$ cat src/rtl/instruction_fetch_buffer.sv
// Fetch stage: owns the fetch PC, issues word requests to instruction memory and buffers
// returned words with their PC in a small FIFO presented to decode with valid/ready.
module instruction_fetch_buffer #(
    parameter int unsigned             WORD_SIZE    = 32,
    parameter int unsigned             DEPTH        = 2,
    parameter logic [WORD_SIZE-1:0]    RESET_VECTOR = '0
) (
    input  logic                 clk,
    input  logic                 reset,
    input  logic                 Redirect,
    input  logic [WORD_SIZE-1:0] RedirectPC,
    output logic                 ImemReq,
    output logic [WORD_SIZE-1:0] ImemAddr,
    input  logic                 ImemGnt,
    input  logic                 ImemRvalid,
    input  logic [WORD_SIZE-1:0] ImemRdata,
    output logic                 InstrValid,
    input  logic                 DecodeReady,
    output logic [WORD_SIZE-1:0] Instr,
    output logic [WORD_SIZE-1:0] PC,
    output logic [WORD_SIZE-1:0] PCp4
);

    localparam int unsigned CW = $clog2(DEPTH + 1) + 1;
    localparam int unsigned PW = (DEPTH > 1) ? $clog2(DEPTH) : 1;
    localparam logic [WORD_SIZE-1:0] NOP_INSTR = WORD_SIZE'(32'h0000_0013);
    localparam logic [WORD_SIZE-1:0] WORD_STEP = WORD_SIZE'(4);
    localparam logic [WORD_SIZE-1:0] ALIGN_MASK = ~WORD_SIZE'(3);

    logic [WORD_SIZE-1:0] fetch_pc_q, fetch_pc_d;
    logic [WORD_SIZE-1:0] resp_pc_q, resp_pc_d;
    logic [CW-1:0]        outstanding_q, outstanding_d;
    logic [CW-1:0]        drop_count_q, drop_count_d;
    logic [CW-1:0]        fifo_count_q, fifo_count_d;
    logic [PW-1:0]        wptr_q, wptr_d;
    logic [PW-1:0]        rptr_q, rptr_d;
    logic [WORD_SIZE-1:0] instr_mem_q [DEPTH];
    logic [WORD_SIZE-1:0] instr_mem_d [DEPTH];
    logic [WORD_SIZE-1:0] pc_mem_q    [DEPTH];
    logic [WORD_SIZE-1:0] pc_mem_d    [DEPTH];

    logic          pop;
    logic          push;
    logic          grant;
    logic [CW-1:0] credit_used;

    function automatic logic [PW-1:0] ptr_inc(input logic [PW-1:0] ptr);
        return (ptr == PW'(DEPTH - 1)) ? '0 : ptr + PW'(1);
    endfunction

    // Head of FIFO drives decode directly; credit counts in-flight plus buffered words.
    assign InstrValid  = (fifo_count_q != '0);
    assign Instr       = instr_mem_q[rptr_q];
    assign PC          = pc_mem_q[rptr_q];
    assign PCp4        = pc_mem_q[rptr_q] + WORD_STEP;
    assign pop         = InstrValid & DecodeReady;
    assign credit_used = outstanding_q + fifo_count_q - CW'(pop);
    assign ImemReq     = !reset && !Redirect && (credit_used < CW'(DEPTH));
    assign ImemAddr    = fetch_pc_q;
    assign grant       = ImemReq & ImemGnt;

    always_comb begin
        fetch_pc_d    = fetch_pc_q;
        resp_pc_d     = resp_pc_q;
        outstanding_d = outstanding_q;
        drop_count_d  = drop_count_q;
        fifo_count_d  = fifo_count_q;
        wptr_d        = wptr_q;
        rptr_d        = rptr_q;
        instr_mem_d   = instr_mem_q;
        pc_mem_d      = pc_mem_q;
        push          = 1'b0;

        if (Redirect) begin
            // Everything still in flight, except a response landing now, must be dropped later.
            fetch_pc_d    = RedirectPC & ALIGN_MASK;
            resp_pc_d     = RedirectPC & ALIGN_MASK;
            fifo_count_d  = '0;
            wptr_d        = '0;
            rptr_d        = '0;
            outstanding_d = outstanding_q - CW'(ImemRvalid);
            drop_count_d  = outstanding_q - CW'(ImemRvalid);
        end else begin
            if (grant) begin
                fetch_pc_d = fetch_pc_q + WORD_STEP;
            end
            if (ImemRvalid) begin
                if (drop_count_q != '0) begin
                    drop_count_d = drop_count_q - CW'(1);
                end else begin
                    push = 1'b1;
                end
            end
            if (push) begin
                instr_mem_d[wptr_q] = ImemRdata;
                pc_mem_d[wptr_q]    = resp_pc_q;
                resp_pc_d           = resp_pc_q + WORD_STEP;
                wptr_d              = ptr_inc(wptr_q);
            end
            if (pop) begin
                rptr_d = ptr_inc(rptr_q);
            end
            fifo_count_d  = fifo_count_q + CW'(push) - CW'(pop);
            outstanding_d = outstanding_q + CW'(grant) - CW'(ImemRvalid);
        end
    end

    always_ff @(posedge clk) begin
        if (reset) begin
            fetch_pc_q    <= RESET_VECTOR;
            resp_pc_q     <= RESET_VECTOR;
            outstanding_q <= '0;
            drop_count_q  <= '0;
            fifo_count_q  <= '0;
            wptr_q        <= '0;
            rptr_q        <= '0;
            for (int i = 0; i < int'(DEPTH); i++) begin
                instr_mem_q[i] <= NOP_INSTR;
                pc_mem_q[i]    <= RESET_VECTOR;
            end
        end else begin
            fetch_pc_q    <= fetch_pc_d;
            resp_pc_q     <= resp_pc_d;
            outstanding_q <= outstanding_d;
            drop_count_q  <= drop_count_d;
            fifo_count_q  <= fifo_count_d;
            wptr_q        <= wptr_d;
            rptr_q        <= rptr_d;
            instr_mem_q   <= instr_mem_d;
            pc_mem_q      <= pc_mem_d;
        end
    end

    a_credit: assert property (@(posedge clk) disable iff (reset)
        (outstanding_q + fifo_count_q) <= CW'(DEPTH));
    a_drop: assert property (@(posedge clk) disable iff (reset)
        drop_count_q <= outstanding_q);
    a_rvalid: assert property (@(posedge clk) disable iff (reset)
        !(ImemRvalid && (outstanding_q == '0)));
    a_hold: assert property (@(posedge clk) disable iff (reset)
        (InstrValid && !DecodeReady && !Redirect) |=> ($stable(Instr) && $stable(PC)));

endmodule

$ cat config.mk
export PLATFORM = sky130hd
export DESIGN_NAME = instruction_fetch_buffer
export DESIGN_NICKNAME = d
export VERILOG_FILES = /design/src/rtl/instruction_fetch_buffer.sv
export SDC_FILE = /design/constraint.sdc
export NUM_CORES = 1
export LEC_CHECK = 0
export BUFFER_PORTS_ARGS = -buffer_cell sky130_fd_sc_hd__buf_2
export CORE_MARGIN = 2
export CORE_UTILIZATION = 40
export DETAILED_ROUTE_END_ITERATION = 6
export PLACE_DENSITY = 0.65
export SLEW_MARGIN = 20
export SYNTH_ARGS = -nofsm -noshare
export SYNTH_HDL_FRONTEND = slang
export SYNTH_SLANG_ARGS = --single-unit
export TNS_END_PERCENT = 5
$ cat constraint.sdc
create_clock -name clk -period 5.65 [get_ports clk]
set_clock_uncertainty 0.2 [all_clocks]
set_input_delay 0.8475 -clock clk [delete_from_list [all_inputs] [get_ports clk]]
set_output_delay 0.8475 -clock clk [all_outputs]
set_load 0.02 [all_outputs]
==> impl_metrics.toml, run 1 <==
[finish]
drive_gt1_frac = 0.222
final_cell_mix = "nand2_1, dfxtp_1, buf_2"
fin_area_um2 = 11500
finalNetCount = 1444
final_common_cell = "nand2_1"
n_antenna_cell = 0
area_growth_pct = 17.8

[yosys]
synth-seq-cells = 195
synth_top_family_by_area = "simple AND/OR/NAND/NOR gates"
synth.distinct_cells = 62
synth.area.mux_share = 0.0689
syn_avg_cell_area_um2 = 8.06
synth_xor_area_frac = 0.0655
synthCells = 1211
yosysSeqAreaShare = 0.400
synth_area_um2 = 9760
yosysWarnings = 0
synth-simple-area-share = 0.242
synth_enable_flop_cells = 0
synth_fa_ha_area_frac = 0.0228
ys.flop_type = "dfxtp_1"
postSynth.asyncResetShare = 0
synth-compound-area-share = 0.146

[placed_design]
io_buffers = 191
placed_cell_area_um2 = 10900
gp_congestion = 0.813
dp_hpwl_mm = 18.0

[global_route]
grt_max_degree = 96
grtUsageTotal = 0.202
grt_first_pass_wirelength_mm = 42.3
first_global_vias = 8065
grt_overflow = 0
antenna_found_initial = 0

[floorplanning]
pin_count = 200
fp.dieH_um = 160
die_area_um2 = 25700
dieWidth_um = 160
core_um2 = 24100
std_cell_rows = 57
start_util = 0.405

[clocking]
cts_setup_buffers = 0
postCtsHoldBufs = 0
cts_tree = "yes"
htreeDepth = 4
numCtsBuffers = 17
cts_sinks = 195
clk_latency_ns = 0.43
root_buffer = "clkbuf_16"
cts.repair.resized = 0
path_clk_slew_ns = 0.07
cts.path.max_buffers = 2

[worst_setup_path]
cp_slowest_cell = "and2_1"
ff2ff_setup_slack_ns = 0.96
crit_path_frequent_cell = "ha_1"
worstPathArrival_ns = 4.77
cp.buffers_inverters = 3
crit_chain = "or3_1 > and2_1 > ha_1 > nand2b_1 > fa_1 > xor2_1 > xnor2_1 > buf_4 > and2_1 > inv_2 > ha_1 > inv_1 > ha_1 > fa_1 > xor2_1 > o21ai_0 > xnor2_1 > nor2_1"
worstPathRequired_ns = 5.73
slowest_delay_ns = 0.42
crit_path_max_fanout = 13
r2r.worst_path.cells = 18
end_kind = "flop"
critical-path-top-delay-family = "adder cells"
r2r_end = "outstanding_q[2]"
reg2reg_from = "fifo_count_q[1]"
crit_type = "flop to flop"
start_kind = "flop"

[sta]
rsz0062_at_grt = "false"
tns_ns = 0
slew_violations = 0
hold_violations = 0
fin_crit_sh = 0.830
fmax_mhz = 213
min_period_ns = 4.69
tightest_slew_ns = 1.00
setup-violations-final = 0
relSlewSlack = 0.334

[hold_path]
hold_start = "pc_mem_q[30]"
worstHoldPathCells = 2
hp-class = "flop to flop"
holdPathEnd = "pc_mem_q[30]"

[run_status]
status = "completed"

[route]
drt-initial-drc-count = 592
drt-vias-per-instance = 5.18
wirelength_mm = 26.0
dr.pass1.iters = 5
drc = 0
ant_nets = 0
vias = 8773
wl_per_cell_um = 15.4

[flow_run]
maxCapViolCount = 0

[power_and_ir_drop]
leakagePower_nw = 4.64
peakVddDrop_uv = 178
power_density_nw_per_um2 = 281
## logic make-up after synthesis
| group | after synthesis |
|---|---|
| AND/OR/NAND/NOR | 503 |
| AO/OA/AOI/OAI | 236 |
| flip-flops | 195 |
| buffers and inverters | 126 |
| XOR/XNOR | 73 |
| multiplexers | 61 |
| adder cells (fa/ha/maj) | 16 |
| other | 1 |
## registers in the layout, summed over array words and instances (netlist names)
| register | count |
|---|---|
| drop_count_q | 3 |
| rptr_q | 1 |
| pc_mem_q | 60 |
| ImemAddr | 30 |
| wptr_q | 1 |
| outstanding_q | 3 |
| fifo_count_q | 3 |
| resp_pc_q | 30 |
| instr_mem_q | 64 |
## tightest hold or removal path: stages, from the launching register on
cell	delay, ns
dfxtp_1	0.31
nand2_1	0.05
a21oi_1	0.05
## cell usage after synthesis (all sizes together) (2+ instances only)
cell	count	area, µm²
o211ai	8	60.1
buf	22	139
clkbuf	59	223
nand2b	7	43.8
nor2	36	135
o21ai	4	20.0
nor4	9	90.1
o31a	11	96.3
xor2	31	272
and4	3	26.3
mux2	49	552
and3	10	62.6
ha	13	163
fa	3	60.1
nand4	24	171
and2	11	68.8
xnor2	42	368
o22ai	3	18.8
nand2	309	1160
nand3	37	185
o21a	4	30.0
a21oi	147	736
inv	45	169
nor3	12	65.1
or2	3	18.8
a211oi	13	97.6
a2111oi	2	42.5
a32oi	2	17.5
a31oi	14	87.6
dfxtp	195	3900
a311oi	2	17.5
or4	2	15.0
or3	15	93.8
nand3b	12	90.1
a21boi	20	150
nand4b	7	91.3
nor2b	4	25.0
mux2i	12	120
## layout make-up
type | instances | area (µm²)
Clock inverter | 15 | 170
Clock buffer | 17 | 425
Inverter | 45 | 169
Timing Repair Buffer | 204 | 1060
Multi-Input combinational cell | 895 | 5360
Sequential cell | 195 | 3910
Tap cell | 324 | 405
Fill cell | 2497 | 12600
## metrics by stage
stage	instances	util	total power, W	hold WS [ns]	setup slack [ns]
after floorplan	1216	-	0.00187	0.233	1.27
after global placement	1663	0.452	0.00203	0.238	0.792
after detailed placement	1663	0.452	0.00204	0.244	0.782
after CTS	1695	0.477	0.00326	0.255	0.964
after global routing	1695	0.477	0.00338	0.272	0.623
final	1695	0.477	0.00323	0.255	0.959
## how the worst max path moves through the flow
stage | from | to | slack, ns | cells after the start
floorplan | fifo_count_q[1] | outstanding_q[2] | 1.27 | 18
global placement | DecodeReady | outstanding_q[2] | 0.79 | 18
detailed placement | DecodeReady | outstanding_q[2] | 0.78 | 18
CTS | fifo_count_q[1] | outstanding_q[2] | 0.96 | 18
global route | fifo_count_q[1] | outstanding_q[2] | 0.62 | 18
finish | fifo_count_q[1] | outstanding_q[2] | 0.96 | 18
## report_power, final
part / leakage (nW) / switching, W / internal [W]
logic: 2.77 / 0.000306 / 0.000188
clock network: 0.284 / 0.000593 / 0.000632
registers: 1.59 / 0.0000745 / 0.00144
total: 4.64 / 0.000973 / 0.00226
## layer usage
layer	track usage	routed length, µm	up-vias	part of all wire
li1	-	-	4409	-
met1	0.294	12800	4083	0.49
met2	0.317	11600	263	0.45
met3	0.0330	1370	18	0.053
met4	0.0422	195	0	0.0075
met5	0	0	-	0
(Power assumes the default switching activity.)
==> inputs of run 2 (changes only) <==
- PLACE_DENSITY: 0.65 -> 0.68
- clock period: 5.65 -> 4 ns (I/O delays scaled with it)
==> run 2 against run 1 <==
Die area stayed put. Largest power group unchanged. Register-to-register slack worse by 0.80 ns. Worst setup slack worse by 0.80 ns. Via count up 0.99%. Count of clock-buffer cells in the layout grew 1. Routed wire length rose by 1.9%.
==> impl_metrics.toml, run 2 (same netlist as run 1, synthesis figures left out) <==
[run_status]
status = "completed"

[floorplanning]
start_util = 0.405
fp.dieH_um = 160
pin_count = 200
dieWidth_um = 160
core_um2 = 24100
std_cell_rows = 57
die_area_um2 = 25700

[placed_design]
dp_hpwl_mm = 18.0
placed_cell_area_um2 = 11000
io_buffers = 191
gp_congestion = 0.816

[finish]
finalNetCount = 1455
n_antenna_cell = 0
reg_top3 = "instr_mem_q x64, pc_mem_q x60"
final_cell_mix = "nand2_1, dfxtp_1, buf_2"
largest_register = "instr_mem_q"
area_growth_pct = 19.6
largest_register_ffs = 64
fin_area_um2 = 11700
final_common_cell = "nand2_1"
drive_gt1_frac = 0.237

[global_route]
use_met3 = 0.0325
grtUsageTotal = 0.202
grtUsageMet1 = 0.291
grt_first_pass_wirelength_mm = 42.4
grt_overflow = 0
grt_max_degree = 122
first_global_vias = 8072
busiest_layer = "met2"
antenna_found_initial = 0
grt_util_met2 = 0.319

[clocking]
postCtsHoldBufs = 0
numCtsBuffers = 17
root_buffer = "clkbuf_16"
htreeDepth = 4
path_clk_slew_ns = 0.08
cts_tree = "yes"
clk_latency_ns = 0.44
cts.path.max_buffers = 2
cts_sinks = 195

[sta]
tightest_slew_ns = 0.916
rsz0062_at_grt = "false"
hold_violations = 0
relSlewSlack = 0.390
min_period_ns = 3.85
fmax_mhz = 260
fin_crit_sh = 0.961
setup-violations-final = 0
slew_violations = 0

[worst_setup_path]
crit_path_max_fanout = 3
worstPathRequired_ns = 4.11
end_kind = "flop"
worstPathArrival_ns = 3.95
start_kind = "flop"
crit_type = "flop to flop"

[route]
drc = 0
ant_nets = 0
vias = 8860
wirelength_mm = 26.5
dr.pass1.iters = 5
wl_per_cell_um = 15.5
drt-initial-drc-count = 686
drt-vias-per-instance = 5.19

[flow_run]
maxCapViolCount = 0

[power_and_ir_drop]
peakVddDrop_uv = 254
power_density_nw_per_um2 = 396
total_power_w = 0.00461
leakagePower_nw = 4.74

[hold_path]
hp-class = "primary input to flop"
## run 2: power breakdown
group	internal, W	switching (W)
Clock	0.000896	0.000845
Sequential	0.00203	0.000100
Combinational	0.000289	0.000453
Total	0.00322	0.00140
## run 2: layout make-up
cell class,count,area [µm²]
tap,324,405
clock buffer,18,429
multi-input combinational,895,5430
sequential,195,3910
inverter,45,169
clock inverter,14,166
fill,2412,12400
timing repair buffer,215,1150
## run 2: worst paths after layout
| path | cells past startpoint | startpoint | to | slack (ns) |
|---|---|---|---|---|
| worst min register to register | 2 | instr_mem_q[27] | instr_mem_q[27] | 0.25 |
| worst min-delay path | 3 | ImemRdata[1] | instr_mem_q[33] | 0.19 |
| worst max register to register | 17 | fifo_count_q[0] | outstanding_q[2] | 0.15 |
| worst max-delay path | 17 | fifo_count_q[0] | outstanding_q[2] | 0.15 |
## run 2: critical path, stage by stage (launching register included)
cell and delay, ns:
dfxtp_2 0.32, or3_4 0.37, and2_4 0.16, ha_4 0.20, nand2b_4 0.14, fa_2 0.40, xor2_2 0.20, xnor2_2 0.18
and2_4 0.17, inv_2 0.05, ha_4 0.25, inv_1 0.03, ha_2 0.16, fa_2 0.36, xor2_1 0.15, o21ai_1 0.19
xnor2_1 0.15, nor2_1 0.05
## run 2: timing repair
item,4_1_cts,5_1_grt
endpoints found under the setup margin,0,2
endpoints found under the hold margin,0,0
buffers inserted,0,2
gates resized for setup,0,9
## run 2: per-layer routing
metal | part of all wire | wire (µm) | up-vias
met2 | 0.45 | 11900 | 304
met1 | 0.47 | 12600 | 4111
met5 | 0 | 0 | -
met4 | 0.011 | 299 | 0
met3 | 0.065 | 1720 | 20
li1 | - | - | 4425
## run 2: per-stage QoR
stage | setup WS (ns) | instances | TNS, ns | hold WS [ns] | util
detailed placement | 0.0236 | 1672 | 0 | 0.244 | 0.456
finish | 0.155 | 1706 | 0 | 0.189 | 0.484
global route | 0.0248 | 1706 | 0 | 0.197 | 0.484
floorplan | -0.0555 | 1216 | -0.155 | 0.233 | -
CTS | 0.0178 | 1704 | 0 | 0.175 | 0.481
global placement | 0.102 | 1672 | 0 | 0.239 | 0.456
